===== src/rtl/mux_pkg.sv =====
// Shared definitions for the N:1 stream multiplexer slice.
//   clog2      : constant-safe ceiling log2, used to size channel indices
//   ST_*       : packet-lock FSM state encodings
//   MODE_*     : RR_MODE encodings (sel-driven vs round-robin)
package mux_pkg;

    localparam logic ST_IDLE   = 1'b0;
    localparam logic ST_LOCKED = 1'b1;

    localparam int unsigned MODE_SEL = 0;
    localparam int unsigned MODE_RR  = 1;

    function automatic int unsigned clog2(input int unsigned value);
        int unsigned v;
        int unsigned r;
        v = value - 1;
        r = 0;
        while (v > 0) begin
            r = r + 1;
            v = v >> 1;
        end
        return r;
    endfunction

endpackage


===== src/rtl/rr_arbiter_nbit.sv =====
// Combinational round-robin arbiter.
// Picks the first asserted request scanning ptr+1, ptr+2, ... modulo N_CH.
//   req     : per-channel request vector
//   ptr     : index of the most recently granted channel (must be < N_CH)
//   gnt_idx : granted channel index (meaningful only when gnt_any=1)
//   gnt_any : at least one request is asserted
module rr_arbiter_nbit
    import mux_pkg::*;
#(
    parameter int unsigned N_CH = 4,
    localparam int unsigned SEL_W = clog2(N_CH)
) (
    input  logic [N_CH-1:0]  req,
    input  logic [SEL_W-1:0] ptr,
    output logic [SEL_W-1:0] gnt_idx,
    output logic             gnt_any
);

    logic [2*N_CH-1:0] dbl;
    logic [N_CH-1:0]   rot;
    int                off;
    int                idx;

    always_comb begin
        // Rotate so that bit 0 of rot is channel ptr+1; the doubled vector handles the wrap.
        dbl     = {req, req} >> (32'(ptr) + 32'd1);
        rot     = dbl[N_CH-1:0];
        gnt_any = |rot;
        off     = 0;
        // Descending scan so the lowest set offset wins.
        for (int j = N_CH - 1; j >= 0; j--) begin
            if (rot[j]) begin
                off = j;
            end
        end
        idx = int'(ptr) + 1 + off;
        if (idx >= int'(N_CH)) begin
            idx = idx - int'(N_CH);
        end
        gnt_idx = SEL_W'(idx);
    end

endmodule


===== src/rtl/mux_nx1_stream.sv =====
// N-channel to 1 stream multiplexer with valid/ready handshake and registered output.
// Channel is chosen by sel (RR_MODE=0) or round-robin among valid channels (RR_MODE=1).
// Optional packet lock: define MUX_NX1_STREAM_PKT_LOCK_EN to keep the grant on one channel
// from its first beat with in_last=0 until the beat carrying in_last=1.
// Ports:
//   clk, reset_n        : rising-edge clock, asynchronous active-low reset
//   in_valid/in_ready   : per-channel handshake
//   in_data             : flattened data, channel k = in_data[k*W +: W]
//   in_last             : per-channel end-of-packet flag
//   sel                 : channel select (RR_MODE=0 only)
//   out_valid/out_ready : output handshake
//   out_data/out_last   : registered beat and its end-of-packet flag
//   out_ch              : source channel of the registered beat
module mux_nx1_stream
    import mux_pkg::*;
#(
    parameter int unsigned N_CH    = 4,
    parameter int unsigned W       = 4,
    parameter int unsigned RR_MODE = MODE_SEL,
    localparam int unsigned SEL_W  = clog2(N_CH)
) (
    input  logic              clk,
    input  logic              reset_n,
    input  logic [N_CH-1:0]   in_valid,
    input  logic [N_CH*W-1:0] in_data,
    input  logic [N_CH-1:0]   in_last,
    output logic [N_CH-1:0]   in_ready,
    input  logic [SEL_W-1:0]  sel,
    output logic              out_valid,
    output logic [W-1:0]      out_data,
    output logic              out_last,
    output logic [SEL_W-1:0]  out_ch,
    input  logic              out_ready
);

    logic [SEL_W-1:0] base_idx;
    logic             base_any;
    logic [SEL_W-1:0] grant_idx;
    logic             grant_any;
    logic             can_load;
    logic             xfer;
    logic [W-1:0]     sel_data;
    logic             sel_last;

    logic             out_valid_d, out_valid_q;
    logic [W-1:0]     out_data_d,  out_data_q;
    logic             out_last_d,  out_last_q;
    logic [SEL_W-1:0] out_ch_d,    out_ch_q;

    // Base grant: arbiter in round-robin mode, sel port otherwise.
    if (RR_MODE == MODE_RR) begin : gen_rr
        logic [SEL_W-1:0] rr_ptr_d, rr_ptr_q;

        rr_arbiter_nbit #(
            .N_CH(N_CH)
        ) u_arb (
            .req    (in_valid),
            .ptr    (rr_ptr_q),
            .gnt_idx(base_idx),
            .gnt_any(base_any)
        );

        always_comb begin
            rr_ptr_d = rr_ptr_q;
            if (xfer) begin
                rr_ptr_d = grant_idx;
            end
        end

        // Reset to the last channel so the first scan starts at channel 0.
        always_ff @(posedge clk or negedge reset_n) begin
            if (!reset_n) begin
                rr_ptr_q <= SEL_W'(N_CH - 1);
            end else begin
                rr_ptr_q <= rr_ptr_d;
            end
        end
    end else begin : gen_sel
        assign base_idx = sel;
        assign base_any = ({1'b0, sel} < (SEL_W + 1)'(N_CH));
    end

`ifdef MUX_NX1_STREAM_PKT_LOCK_EN
    logic             lock_state_d, lock_state_q;
    logic [SEL_W-1:0] lock_ch_d,    lock_ch_q;
`endif

    always_comb begin
        grant_idx = base_idx;
        grant_any = base_any;
`ifdef MUX_NX1_STREAM_PKT_LOCK_EN
        if (lock_state_q == ST_LOCKED) begin
            grant_idx = lock_ch_q;
            grant_any = 1'b1;
        end
`endif
    end

    assign can_load = !out_valid_q || out_ready;

    always_comb begin
        sel_data = '0;
        sel_last = 1'b0;
        for (int k = 0; k < int'(N_CH); k++) begin
            if (grant_idx == SEL_W'(k)) begin
                sel_data = in_data[k*W +: W];
                sel_last = in_last[k];
            end
        end
    end

    // in_ready is forced low while reset is asserted so no producer sees a handshake.
    always_comb begin
        in_ready = '0;
        for (int k = 0; k < int'(N_CH); k++) begin
            in_ready[k] = reset_n && can_load && grant_any && (grant_idx == SEL_W'(k));
        end
    end

    assign xfer = |(in_valid & in_ready);

    always_comb begin
        out_valid_d = out_valid_q;
        out_data_d  = out_data_q;
        out_last_d  = out_last_q;
        out_ch_d    = out_ch_q;
        if (xfer) begin
            out_valid_d = 1'b1;
            out_data_d  = sel_data;
            out_last_d  = sel_last;
            out_ch_d    = grant_idx;
        end else if (out_ready) begin
            out_valid_d = 1'b0;
        end
    end

    always_ff @(posedge clk or negedge reset_n) begin
        if (!reset_n) begin
            out_valid_q <= 1'b0;
            out_data_q  <= '0;
            out_last_q  <= 1'b0;
            out_ch_q    <= '0;
        end else begin
            out_valid_q <= out_valid_d;
            out_data_q  <= out_data_d;
            out_last_q  <= out_last_d;
            out_ch_q    <= out_ch_d;
        end
    end

`ifdef MUX_NX1_STREAM_PKT_LOCK_EN
    always_comb begin
        lock_state_d = lock_state_q;
        lock_ch_d    = lock_ch_q;
        if (xfer) begin
            if (lock_state_q == ST_IDLE) begin
                // A single-beat packet (in_last=1) never locks.
                if (!sel_last) begin
                    lock_state_d = ST_LOCKED;
                    lock_ch_d    = grant_idx;
                end
            end else if (sel_last) begin
                lock_state_d = ST_IDLE;
            end
        end
    end

    always_ff @(posedge clk or negedge reset_n) begin
        if (!reset_n) begin
            lock_state_q <= ST_IDLE;
            lock_ch_q    <= '0;
        end else begin
            lock_state_q <= lock_state_d;
            lock_ch_q    <= lock_ch_d;
        end
    end
`endif

    assign out_valid = out_valid_q;
    assign out_data  = out_data_q;
    assign out_last  = out_last_q;
    assign out_ch    = out_ch_q;

endmodule


===== config.mk =====
export PLATFORM = sky130hd
export DESIGN_NAME = mux_nx1_stream
export DESIGN_NICKNAME = d
export VERILOG_FILES = /design/src/rtl/mux_pkg.sv /design/src/rtl/rr_arbiter_nbit.sv /design/src/rtl/mux_nx1_stream.sv
export SDC_FILE = /design/constraint.sdc
export NUM_CORES = 1
export LEC_CHECK = 0
export CAP_MARGIN = 10
export CORE_UTILIZATION = 28
export DETAILED_ROUTE_END_ITERATION = 12
export GPL_TIMING_DRIVEN = 0
export PLACE_DENSITY = 0.7
export SYNTH_ARGS = -nofsm -noshare
export SYNTH_HDL_FRONTEND = slang
export SYNTH_SLANG_ARGS = --single-unit

===== constraint.sdc =====
create_clock -name clk -period 1.3 [get_ports clk]
set_input_delay 0.195 -clock clk [delete_from_list [all_inputs] [get_ports clk]]
set_output_delay 0.195 -clock clk [all_outputs]
set_load 0.01 [all_outputs]

==> out/metrics.csv, run 1 <==
stage,metric,value,unit
sta,Final Worst Setup Slack,0.02756,ns
sta,TNS Setup,0,ns
final_layout,Final Non-Filler Cells,109,
clock_network,root buffer cell,clkbuf_4,
routing,Detailed Route Iter0 Violations,1,
placed_design,Post-DP HPWL,1.001,mm
pwr,Flop pwr share,36.8,%
global_routing,number of global-route vias before repair,548,
critical_path,CP Max Fanout,3,
critical_path,largest stage delay on the critical path,0.40,ns
critical_path,data required time of the critical path,1.11,ns
critical_path,slowest CP cell,dfrtp_1,
final_layout,Syn-to-layout area delta,95.65,%
pwr,Peak supply drop,0.4013,mV
job,max-cap check violation count,0,
sta,RSZ-0062 raised after global routing,yes,
floorplanning,I/O Pins,41,
sta,skew final,0.003370,ns
logic_synthesis,Post-Syn Area,518.0,um2
logic_synthesis,Syn Inst Count,37,
final_layout,fin nets,115,
logic_synthesis,register area share after synthesis,38.65,%
clock_network,Sink Count,8,
sta,Final setup viols,0,
pwr,PnR Total Power,935.9,uW
logic_synthesis,Seq cells post-synth,8,
logic_synthesis,syn_nets,66,
global_routing,antenna violations before repair,0,
floorplanning,core area,0.001727,mm2
placed_design,Post-Place Setup Slack,-0.8123,ns
sta,FMAX,785.9,MHz
hold_path,worst hold path startpoint,sel[1],
clock_network,Num CTS Buffers,3,
final_layout,fin util,58.70,%
logic_synthesis,Synth cell types,14,
final_layout,share of layout cells above drive strength 1,41.67,%
sta,Slew @ Worst Pin,0.3622,ns
critical_path,"critical path, cell by cell","nand2b_4, nand2_2, nor3_2, buf_2",
routing,DRT Wirelength,1.406,mm
floorplanning,die area,0.002026,mm2
clock_network,CTS tree,built,
hold_path,Hold Path Cell Cnt,2,
routing,routed vias,521,
clock_network,H-Tree Depth,1,
floorplanning,Starting Density,30.00,%
final_layout,n_diodes,0,
critical_path,critical path endpoint category,output pin,
placed_design,RePlAce Congestion,0.6696,
sta,Slew headroom,75.78,%
critical_path,Worst R2R Path Depth,4,
floorplanning,Die W,45.01,um
run_status,status,"finished, final reports clean",
pwr,internal power,681.0,uW
clock_network,CTS max path bufs,2,
logic_synthesis,post-synth top area share,38.65,%
logic_synthesis,synth warn,0,
logic_synthesis,largest area contributor in the netlist,dfrtp_1,
sta,Final Hold Vio Count,0,
global_routing,GR Overflow Total,0,
critical_path,critical path launch point,out_valid$_DFFE_PN0P_,
pwr,static leakage,0.4578,nW
logic_synthesis,Syn Area/Cell,14.00,um2
sta,Slew Limit Fails,0,
clock_network,Worst-path clk slew,0.05,ns
placed_design,port bufs,39,
global_routing,largest net degree at the start of global routing,11,
floorplanning,height of the die,45.01,um
sta,Final Cycle Share,97.88,%
routing,Vias/cell,4.780,
global_routing,GRT Util Overall,15.56,%
critical_path,Critical Path AT,1.08,ns
routing,wire length per cell,12.90,um
critical_path,CP startpoint kind,register,
logic_synthesis,Synth area leaders,"dfrtp_1 39%, mux4_2 26%, mux2_2 17%, nand3_4 3.4%, nand3_1 1.9%",
routing,1st-pass router iterations,2,
pwr,combinational share of power,43.6,%
sta,final period demand of the worst path,1.272,ns
final_layout,"most common cell after layout, fill and taps aside",clkdlybuf4s50_1,
pwr,clock network power share,19.6,%
hold_path,min-delay worst type,primary input to register,
clock_network,clock latency at the later pin of the worst-skew pair,0.25,ns
critical_path,Crit Reg-Reg Startpoint,out_valid$_DFFE_PN0P_,
routing,DRC,0,
pwr,Net Sw Frac,27.23,%
routing,Routed Antenna Nets,0,
critical_path,Setup CP Type,register to output pin,
pwr,Psw,254.9,uW
pwr,Pwr Density,923.4,mW/mm2
final_layout,most frequent cells in the layout,"20 x clkdlybuf4s50_1, 9 x dlygate4sd2_1, 8 x dfrtp_1",
global_routing,first-pass GRT wire length,2.256,mm
floorplanning,std cell rows,15,
placed_design,DP Cell Count,101,
==> worst paths after layout <==
path                                            to  slack [ns]
setup / recovery                       in_ready[1]        0.03
hold / removal               out_ch[1]$_DFFE_PN0P_        0.39
setup reg to reg           out_data[2]$_DFFE_PN0P_        0.08
hold reg to reg            out_data[0]$_DFFE_PN0P_        0.50
max in group asynchronous  out_data[2]$_DFFE_PN0P_        0.44
min in group asynchronous     out_last$_DFFE_PN0P_        0.60
==> cells in the mapped netlist <==
master / n
dfrtp_1: 8
mux2_2: 8
mux4_2: 6
nand2_1: 2
nand3_1: 2
nor2_1: 2
nor3_1: 2
a22o_1: 1
a31o_2: 1
buf_2: 1
buf_4: 1
inv_1: 1
nand2b_1: 1
nand3_4: 1
==> power groups by stage <==
stage / Sequential (mW) / Combinational, mW / Clock [mW]
finish: 0.344 / 0.408 / 0.183
global route: 0.352 / 0.440 / 0.202
CTS: 0.343 / 0.408 / 0.192
detailed placement: 0.344 / 0.408 / 0
global placement: 0.343 / 0.404 / 0
floorplan: 0.375 / 0.134 / 0
==> flip-flops by register name, summed over array words and instances (netlist names) <==
register and flops:
out_last 1, out_valid 1, out_ch 2, out_data 4
==> what timing repair did <==
item / 4_1_cts / 5_1_grt
setup endpoints to repair: 20 / 10
buffers inserted: 4 / 0
resized for setup: 47 / 5
pin swaps: 2 / 2
hold endpoints to repair: 8 / 0
hold buffers: 1 / 0
==> layout make-up <==
cell class | instances | area [um2]
inverters | 1 | 3.754
flip-flops and latches | 8 | 200.2
multi-input cells | 26 | 344.1
repair buffers | 44 | 395.4
clock buffers | 3 | 22.52
plain buffers | 2 | 16.27
fillers | 161 | 713.2
well taps | 25 | 31.28
==> worst max-delay path: cells and delay by family, from the launching register on <==
kind / cells / cell delay [ns]
DFF: 1 / 0.40
buffers and inverters: 1 / 0.15
and+or+nand+nor: 3 / 0.27
==> cells by family (layout without fill, tap and decap cells) <==
group | Yosys count | after routing | share of synthesized area (%)
and+or+nand+nor | 10 | 10 | 11.36
AOI/OAI and AO/OA | 2 | 2 | 3.382
buffers and inverters | 3 | 50 | 3.139
muxes | 14 | 14 | 43.48
DFF | 8 | 8 | 38.65
==> layer usage <==
metal  up-vias  GRT usage [%]  wire length, um
met5         -              0                0
met4         0          7.273                0
met2        34          25.22              647
met1       247          18.78              586
li1        240              -                -
met3         0          4.800              172
==> stage by stage <==
stage	instance area, um2	hold slack, ns
floorplan	518.0	-0.1006
global placement	939.7	0.4879
detailed placement	939.7	0.4926
CTS	1003	0.3798
global route	1013	0.4161
finish	1013	0.3889
Power figures use the tool's default switching activity.
==> inputs of run 2 (changes only) <==
--- a/config.mk
+++ b/config.mk
@@ -6,6 +6,7 @@
 export NUM_CORES = 1
 export LEC_CHECK = 0
 export CAP_MARGIN = 10
+export CORE_MARGIN = 3
 export CORE_UTILIZATION = 28
 export DETAILED_ROUTE_END_ITERATION = 12
 export GPL_TIMING_DRIVEN = 0
@@ -13,3 +14,4 @@
 export SYNTH_ARGS = -nofsm -noshare
 export SYNTH_HDL_FRONTEND = slang
 export SYNTH_SLANG_ARGS = --single-unit
+export TNS_END_PERCENT = 50
==> run 2 against run 1 <==
Effect of this change: the run now ends with negative setup slack left; via count unchanged; sequential power increased by 1%; worst hold slack improved by 0.030 ns; clock power about the same; first-iteration DRC count increased to 4.0 times the previous value; global-route usage increased by 0.42 points; die area increased by 19%; fmax decreased by 3.9%; cell count unchanged; cell area increased by 4.1%.
==> out/metrics.csv, run 2 (synthesized netlist as in run 1, its figures left out) <==
stage,metric,value,unit
pwr,Peak supply drop,0.4748,mV
routing,routed vias,521,
global_routing,GRT Util Overall,15.98,%
job,max-cap check violation count,0,
floorplanning,core area,0.001629,mm2
global_routing,antenna violations before repair,0,
clock_network,Sink Count,8,
critical_path,critical path endpoint category,output pin,
run_status,status,"complete, but fails checks",
sta,skew final,0.003953,ns
sta,RSZ-0062 raised after global routing,yes,
sta,Final Hold Vio Count,0,
sta,final period demand of the worst path,1.324,ns
floorplanning,std cell rows,14,
clock_network,CTS tree,built,
final_layout,Final Non-Filler Cells,109,
global_routing,largest net degree at the start of global routing,11,
sta,worst hold slack,0.4184,ns
clock_network,Worst-path clk slew,0.05,ns
sta,Final setup viols,4,
final_layout,n_diodes,0,
routing,DRC,0,
floorplanning,height of the die,49.01,um
placed_design,Placed Area,938.4,um2
final_layout,Filler Cells Inserted,131,
clock_network,Num CTS Buffers,3,
critical_path,Critical Path AT,1.13,ns
pwr,static leakage,0.4820,nW
critical_path,CP Max Fanout,3,
final_layout,design area,0.001055,mm2
sta,Slew @ Worst Pin,0.3561,ns
clock_network,root buffer cell,clkbuf_4,
routing,DRT Wirelength,1.716,mm
final_layout,Syn-to-layout area delta,103.6,%
hold_path,min-delay worst type,primary input to register,
placed_design,Post-Place Setup Slack,-0.8613,ns
placed_design,RePlAce Congestion,0.6545,
final_layout,most frequent cells in the layout,"20 x clkdlybuf4s50_1, 12 x dlygate4sd2_1, 8 x dfrtp_1",
placed_design,port bufs,39,
routing,Vias/cell,4.780,
global_routing,GR Overflow Total,0,
critical_path,data required time of the critical path,1.11,ns
final_layout,"most common cell after layout, fill and taps aside",clkdlybuf4s50_1,
critical_path,Setup CP Type,register to output pin,
final_layout,fin nets,116,
floorplanning,die area,0.002402,mm2
floorplanning,Starting Density,31.80,%
sta,FMAX,755.3,MHz
clock_network,H-Tree Depth,1,
routing,1st-pass router iterations,3,
global_routing,first-pass GRT wire length,2.835,mm
clock_network,clock latency at the later pin of the worst-skew pair,0.25,ns
routing,Routed Antenna Nets,0,
sta,Final Cycle Share,101.8,%
clock_network,CTS max path bufs,2,
routing,Detailed Route Iter0 Violations,4,
pwr,Pwr Density,910.0,mW/mm2
sta,Slew headroom,76.18,%
routing,wire length per cell,15.74,um
placed_design,DP Cell Count,100,
floorplanning,I/O Pins,41,
final_layout,share of layout cells above drive strength 1,45.88,%
run_status,failing checks,negative setup slack,
floorplanning,Die W,49.01,um
final_layout,fin util,64.75,%
sta,Final Worst Setup Slack,-0.02399,ns
critical_path,CP startpoint kind,register,
sta,Slew Limit Fails,0,
final_layout,max FFs per register,4,
global_routing,number of global-route vias before repair,593,
placed_design,Post-DP HPWL,1.217,mm
run 2: routing by layer:
metal | vias to the layer above | part of all wire, % | global-route usage, %
met5 | - | 0 | 0
met4 | 0 | 1.0 | 8.531
met3 | 2 | 10 | 6.422
met2 | 31 | 50 | 24.89
met1 | 245 | 39 | 18.70
li1 | 243 | - | -
run 2: area by class of cell:
| cell class | instances | area [um2] | area share (%) |
|---|---|---|---|
| Buffer | 2 | 16.27 | 1.542 |
| Clock buffer | 3 | 22.52 | 2.135 |
| Inverter | 1 | 3.754 | 0.3559 |
| Multi-Input combinational cell | 26 | 372.9 | 35.35 |
| Sequential cell | 8 | 200.2 | 18.98 |
| Tap cell | 24 | 30.03 | 2.847 |
| Timing Repair Buffer | 45 | 409.1 | 38.79 |
run 2: per-stage QoR:
| step | TNS, ns | total power, mW |
|---|---|---|
| after floorplan | 0 | 0.5089 |
| after global placement | -7.413 | 0.7511 |
| after detailed placement | -7.561 | 0.7612 |
| after CTS | -0.02481 | 0.9661 |
| after global routing | -0.5522 | 1.030 |
| final | -0.06304 | 0.9599 |
run 2: worst max-delay path: stages, from the launching register on:
cell	delay [ns]
dfrtp_1	0.41
nand2b_4	0.12
nand3_4	0.09
nor2_2	0.12
buf_2	0.15
run 2: report_power, final:
| part | internal (mW) | switching (mW) | total, mW |
|---|---|---|---|
| logic | 0.272 | 0.159 | 0.430 |
| registers | 0.311 | 0.0363 | 0.348 |
| clock network | 0.105 | 0.0767 | 0.182 |
run 2: path summary, 6_finish.rpt:
path                       depth (start not counted)                     from                      end  slack, ns
setup / recovery                                   4    out_valid$_DFFE_PN0P_              in_ready[2]      -0.02
hold / removal                                     2                   sel[1]    out_ch[1]$_DFFE_PN0P_       0.42
setup reg to reg                                   4    out_valid$_DFFE_PN0P_     out_last$_DFFE_PN0P_       0.02
hold reg to reg                                    1  out_data[1]$_DFFE_PN0P_  out_data[1]$_DFFE_PN0P_       0.50
max in group asynchronous                          2                  reset_n  out_data[1]$_DFFE_PN0P_       0.38
min in group asynchronous                          2                  reset_n    out_valid$_DFFE_PN0P_       0.66
run 2: repair_timing:
action,4_1_cts,5_1_grt
setup buffers,5,0
hold buffers,1,0
endpoints found under the hold margin,8,0
pin swaps,2,3
gates resized for setup,50,6
setup endpoints to repair,20,10
==> inputs of run 3 (changes only) <==
--- a/config.mk
+++ b/config.mk
@@ -8,8 +8,10 @@
 export CAP_MARGIN = 10
 export CORE_MARGIN = 3
 export CORE_UTILIZATION = 28
+export CTS_CLUSTER_DIAMETER = 120
 export DETAILED_ROUTE_END_ITERATION = 12
 export GPL_TIMING_DRIVEN = 0
+export MAX_ROUTING_LAYER = met4
 export PLACE_DENSITY = 0.7
 export SYNTH_ARGS = -nofsm -noshare
 export SYNTH_HDL_FRONTEND = slang
==> run 3 against run 2 <==
Effect of this change: the run still ends with negative setup slack left; sequential share of layout area unchanged; die area unchanged; global-route usage rose by 0.45 points; setup slack gained 0.0014 ns; critical path depth unchanged; sequential power is essentially flat; core utilization stayed put; cell area unchanged; clock skew shrank 0.00070 ns; power grew 0.15%; non-clock buffer count did not move; largest power group unchanged.
==> out/metrics.csv, run 3 (synthesized netlist as in run 1, its figures left out) <==
stage,metric,value,unit
run_status,status,"complete, but fails checks",
run_status,failing checks,negative setup slack,
final_layout,"most common cell after layout, fill and taps aside",clkdlybuf4s50_1,
pwr,Net Sw Frac,28.43,%
sta,Final Hold Vio Count,0,
critical_path,crit-path leading delay family,flip-flops,
routing,DRC,0,
pwr,Peak supply drop,0.4749,mV
sta,TNS Setup,-0.06194,ns
routing,DRT Wirelength,1.711,mm
floorplanning,I/O Pins,41,
final_layout,n_diodes,0,
routing,Routed Antenna Nets,0,
final_layout,fin nets,116,
clock_network,root buffer cell,clkbuf_4,
floorplanning,die area,0.002402,mm2
job,max-cap check violation count,0,
clock_network,clock latency at the later pin of the worst-skew pair,0.25,ns
pwr,combinational share of power,44.8,%
sta,Slew headroom,76.15,%
routing,routed vias,522,
hold_path,Hold Path Cell Cnt,2,
global_routing,largest net degree at the start of global routing,11,
pwr,static leakage,0.4820,nW
final_layout,fin util,64.75,%
final_layout,Filler Cells Inserted,131,
critical_path,Worst R2R Path Depth,4,
clock_network,Sink Count,8,
pwr,Flop pwr share,36.2,%
placed_design,port bufs,39,
global_routing,GR Overflow Total,0,
pwr,clock network power share,19.0,%
hold_path,min-delay worst type,primary input to register,
floorplanning,std cell rows,14,
critical_path,Setup CP Type,register to output pin,
floorplanning,Die W,49.01,um
clock_network,CTS max path bufs,2,
sta,Final setup viols,4,
critical_path,"critical path, cell by cell","nand2b_4, nand3_4, nor2_2, buf_2",
critical_path,CP Max Fanout,3,
critical_path,data required time of the critical path,1.11,ns
global_routing,number of global-route vias before repair,594,
clock_network,CTS tree,built,
final_layout,Syn-to-layout area delta,103.6,%
sta,FMAX,756.1,MHz
sta,skew final,0.003258,ns
sta,Final Worst Setup Slack,-0.02255,ns
sta,Slew Limit Fails,0,
floorplanning,core area,0.001629,mm2
floorplanning,Starting Density,31.80,%
routing,Vias/cell,4.789,
critical_path,CP startpoint kind,register,
sta,Slew @ Worst Pin,0.3566,ns
critical_path,Crit path depth,4,
critical_path,critical path endpoint category,output pin,
critical_path,critical path buffer and inverter count,1,
placed_design,RePlAce Congestion,0.6605,
clock_network,Num CTS Buffers,3,
final_layout,max FFs per register,4,
clock_network,H-Tree Depth,1,
critical_path,largest stage delay on the critical path,0.41,ns
routing,1st-pass router iterations,3,
final_layout,most frequent cells in the layout,"20 x clkdlybuf4s50_1, 12 x dlygate4sd2_1, 8 x dfrtp_1",
final_layout,share of layout cells above drive strength 1,45.88,%
pwr,internal power,688.0,uW
floorplanning,height of the die,49.01,um
placed_design,Post-DP HPWL,1.217,mm
global_routing,GRT Util Overall,16.42,%
routing,Detailed Route Iter0 Violations,4,
critical_path,slowest CP cell,dfrtp_1,
global_routing,antenna violations before repair,0,
clock_network,Worst-path clk slew,0.05,ns
sta,final period demand of the worst path,1.323,ns
global_routing,first-pass GRT wire length,2.842,mm
sta,Final Cycle Share,101.7,%
pwr,Psw,273.3,uW
routing,wire length per cell,15.70,um
sta,RSZ-0062 raised after global routing,yes,
pwr,Pwr Density,911.4,mW/mm2
critical_path,Critical Path AT,1.13,ns
## run 3: worst register-to-register path, cell delays in order (launching register included)
cell and delay, ns:
dfrtp_1 0.41, nand2b_4 0.12, buf_4 0.15, nand3_4 0.15, mux2_4 0.34
## run 3: worst paths after layout
kind	from	end	slack [ns]
max	out_valid$_DFFE_PN0P_	in_ready[2]	-0.02
min	sel[1]	out_ch[1]$_DFFE_PN0P_	0.42
max reg2reg	out_valid$_DFFE_PN0P_	out_last$_DFFE_PN0P_	0.02
min reg2reg	out_data[1]$_DFFE_PN0P_	out_data[1]$_DFFE_PN0P_	0.50
max in group asynchronous	reset_n	out_data[1]$_DFFE_PN0P_	0.38
min in group asynchronous	reset_n	out_valid$_DFFE_PN0P_	0.66
## run 3: repair_timing
action | 4_1_cts | 5_1_grt
resized for setup | 50 | 6
buffers inserted | 5 | 0
endpoints found under the hold margin | 8 | 0
hold buffers | 1 | 0
pin swaps | 2 | 3
setup endpoints to repair | 20 | 10
gates cloned | 0 | 0
## run 3: per-stage QoR
step	worst slack [ns]	power (mW)	instances	cell area, um2	hold slack (ns)
2_1_floorplan	0.006357	0.5089	37	518.0	-0.1006
3_3_place_gp	-0.8022	0.7511	100	938.4	0.4873
3_5_place_dp	-0.8613	0.7612	100	938.4	0.4916
4_1_cts	-0.01542	0.9661	109	1040	0.3966
5_1_grt	-0.1153	1.030	109	1055	0.4324
6_report	-0.02255	0.9613	109	1055	0.4176
## run 3: cell type report
type / instances / area, um2 / share of cell area [%]
Timing Repair Buffer: 45 / 409.1 / 38.79
Multi-Input combinational cell: 26 / 372.9 / 35.35
Sequential cell: 8 / 200.2 / 18.98
Tap cell: 24 / 30.03 / 2.847
Clock buffer: 3 / 22.52 / 2.135
Buffer: 2 / 16.27 / 1.542
Inverter: 1 / 3.754 / 0.3559
## run 3: power by group through the flow
stage / Combinational [mW] / Sequential [mW] / Clock [mW]
floorplan: 0.134 / 0.375 / 0
global placement: 0.409 / 0.342 / 0
detailed placement: 0.414 / 0.348 / 0
CTS: 0.426 / 0.347 / 0.193
global route: 0.461 / 0.356 / 0.213
finish: 0.431 / 0.348 / 0.183
## run 3: routing by layer
metal / GRT usage [%] / share of wire [%] / up-vias
li1: - / - / 243
met4: 8.531 / 1.1 / 0
met3: 6.422 / 10 / 2
met1: 18.70 / 39 / 246
met2: 24.89 / 50 / 31
met5: - / 0 / -
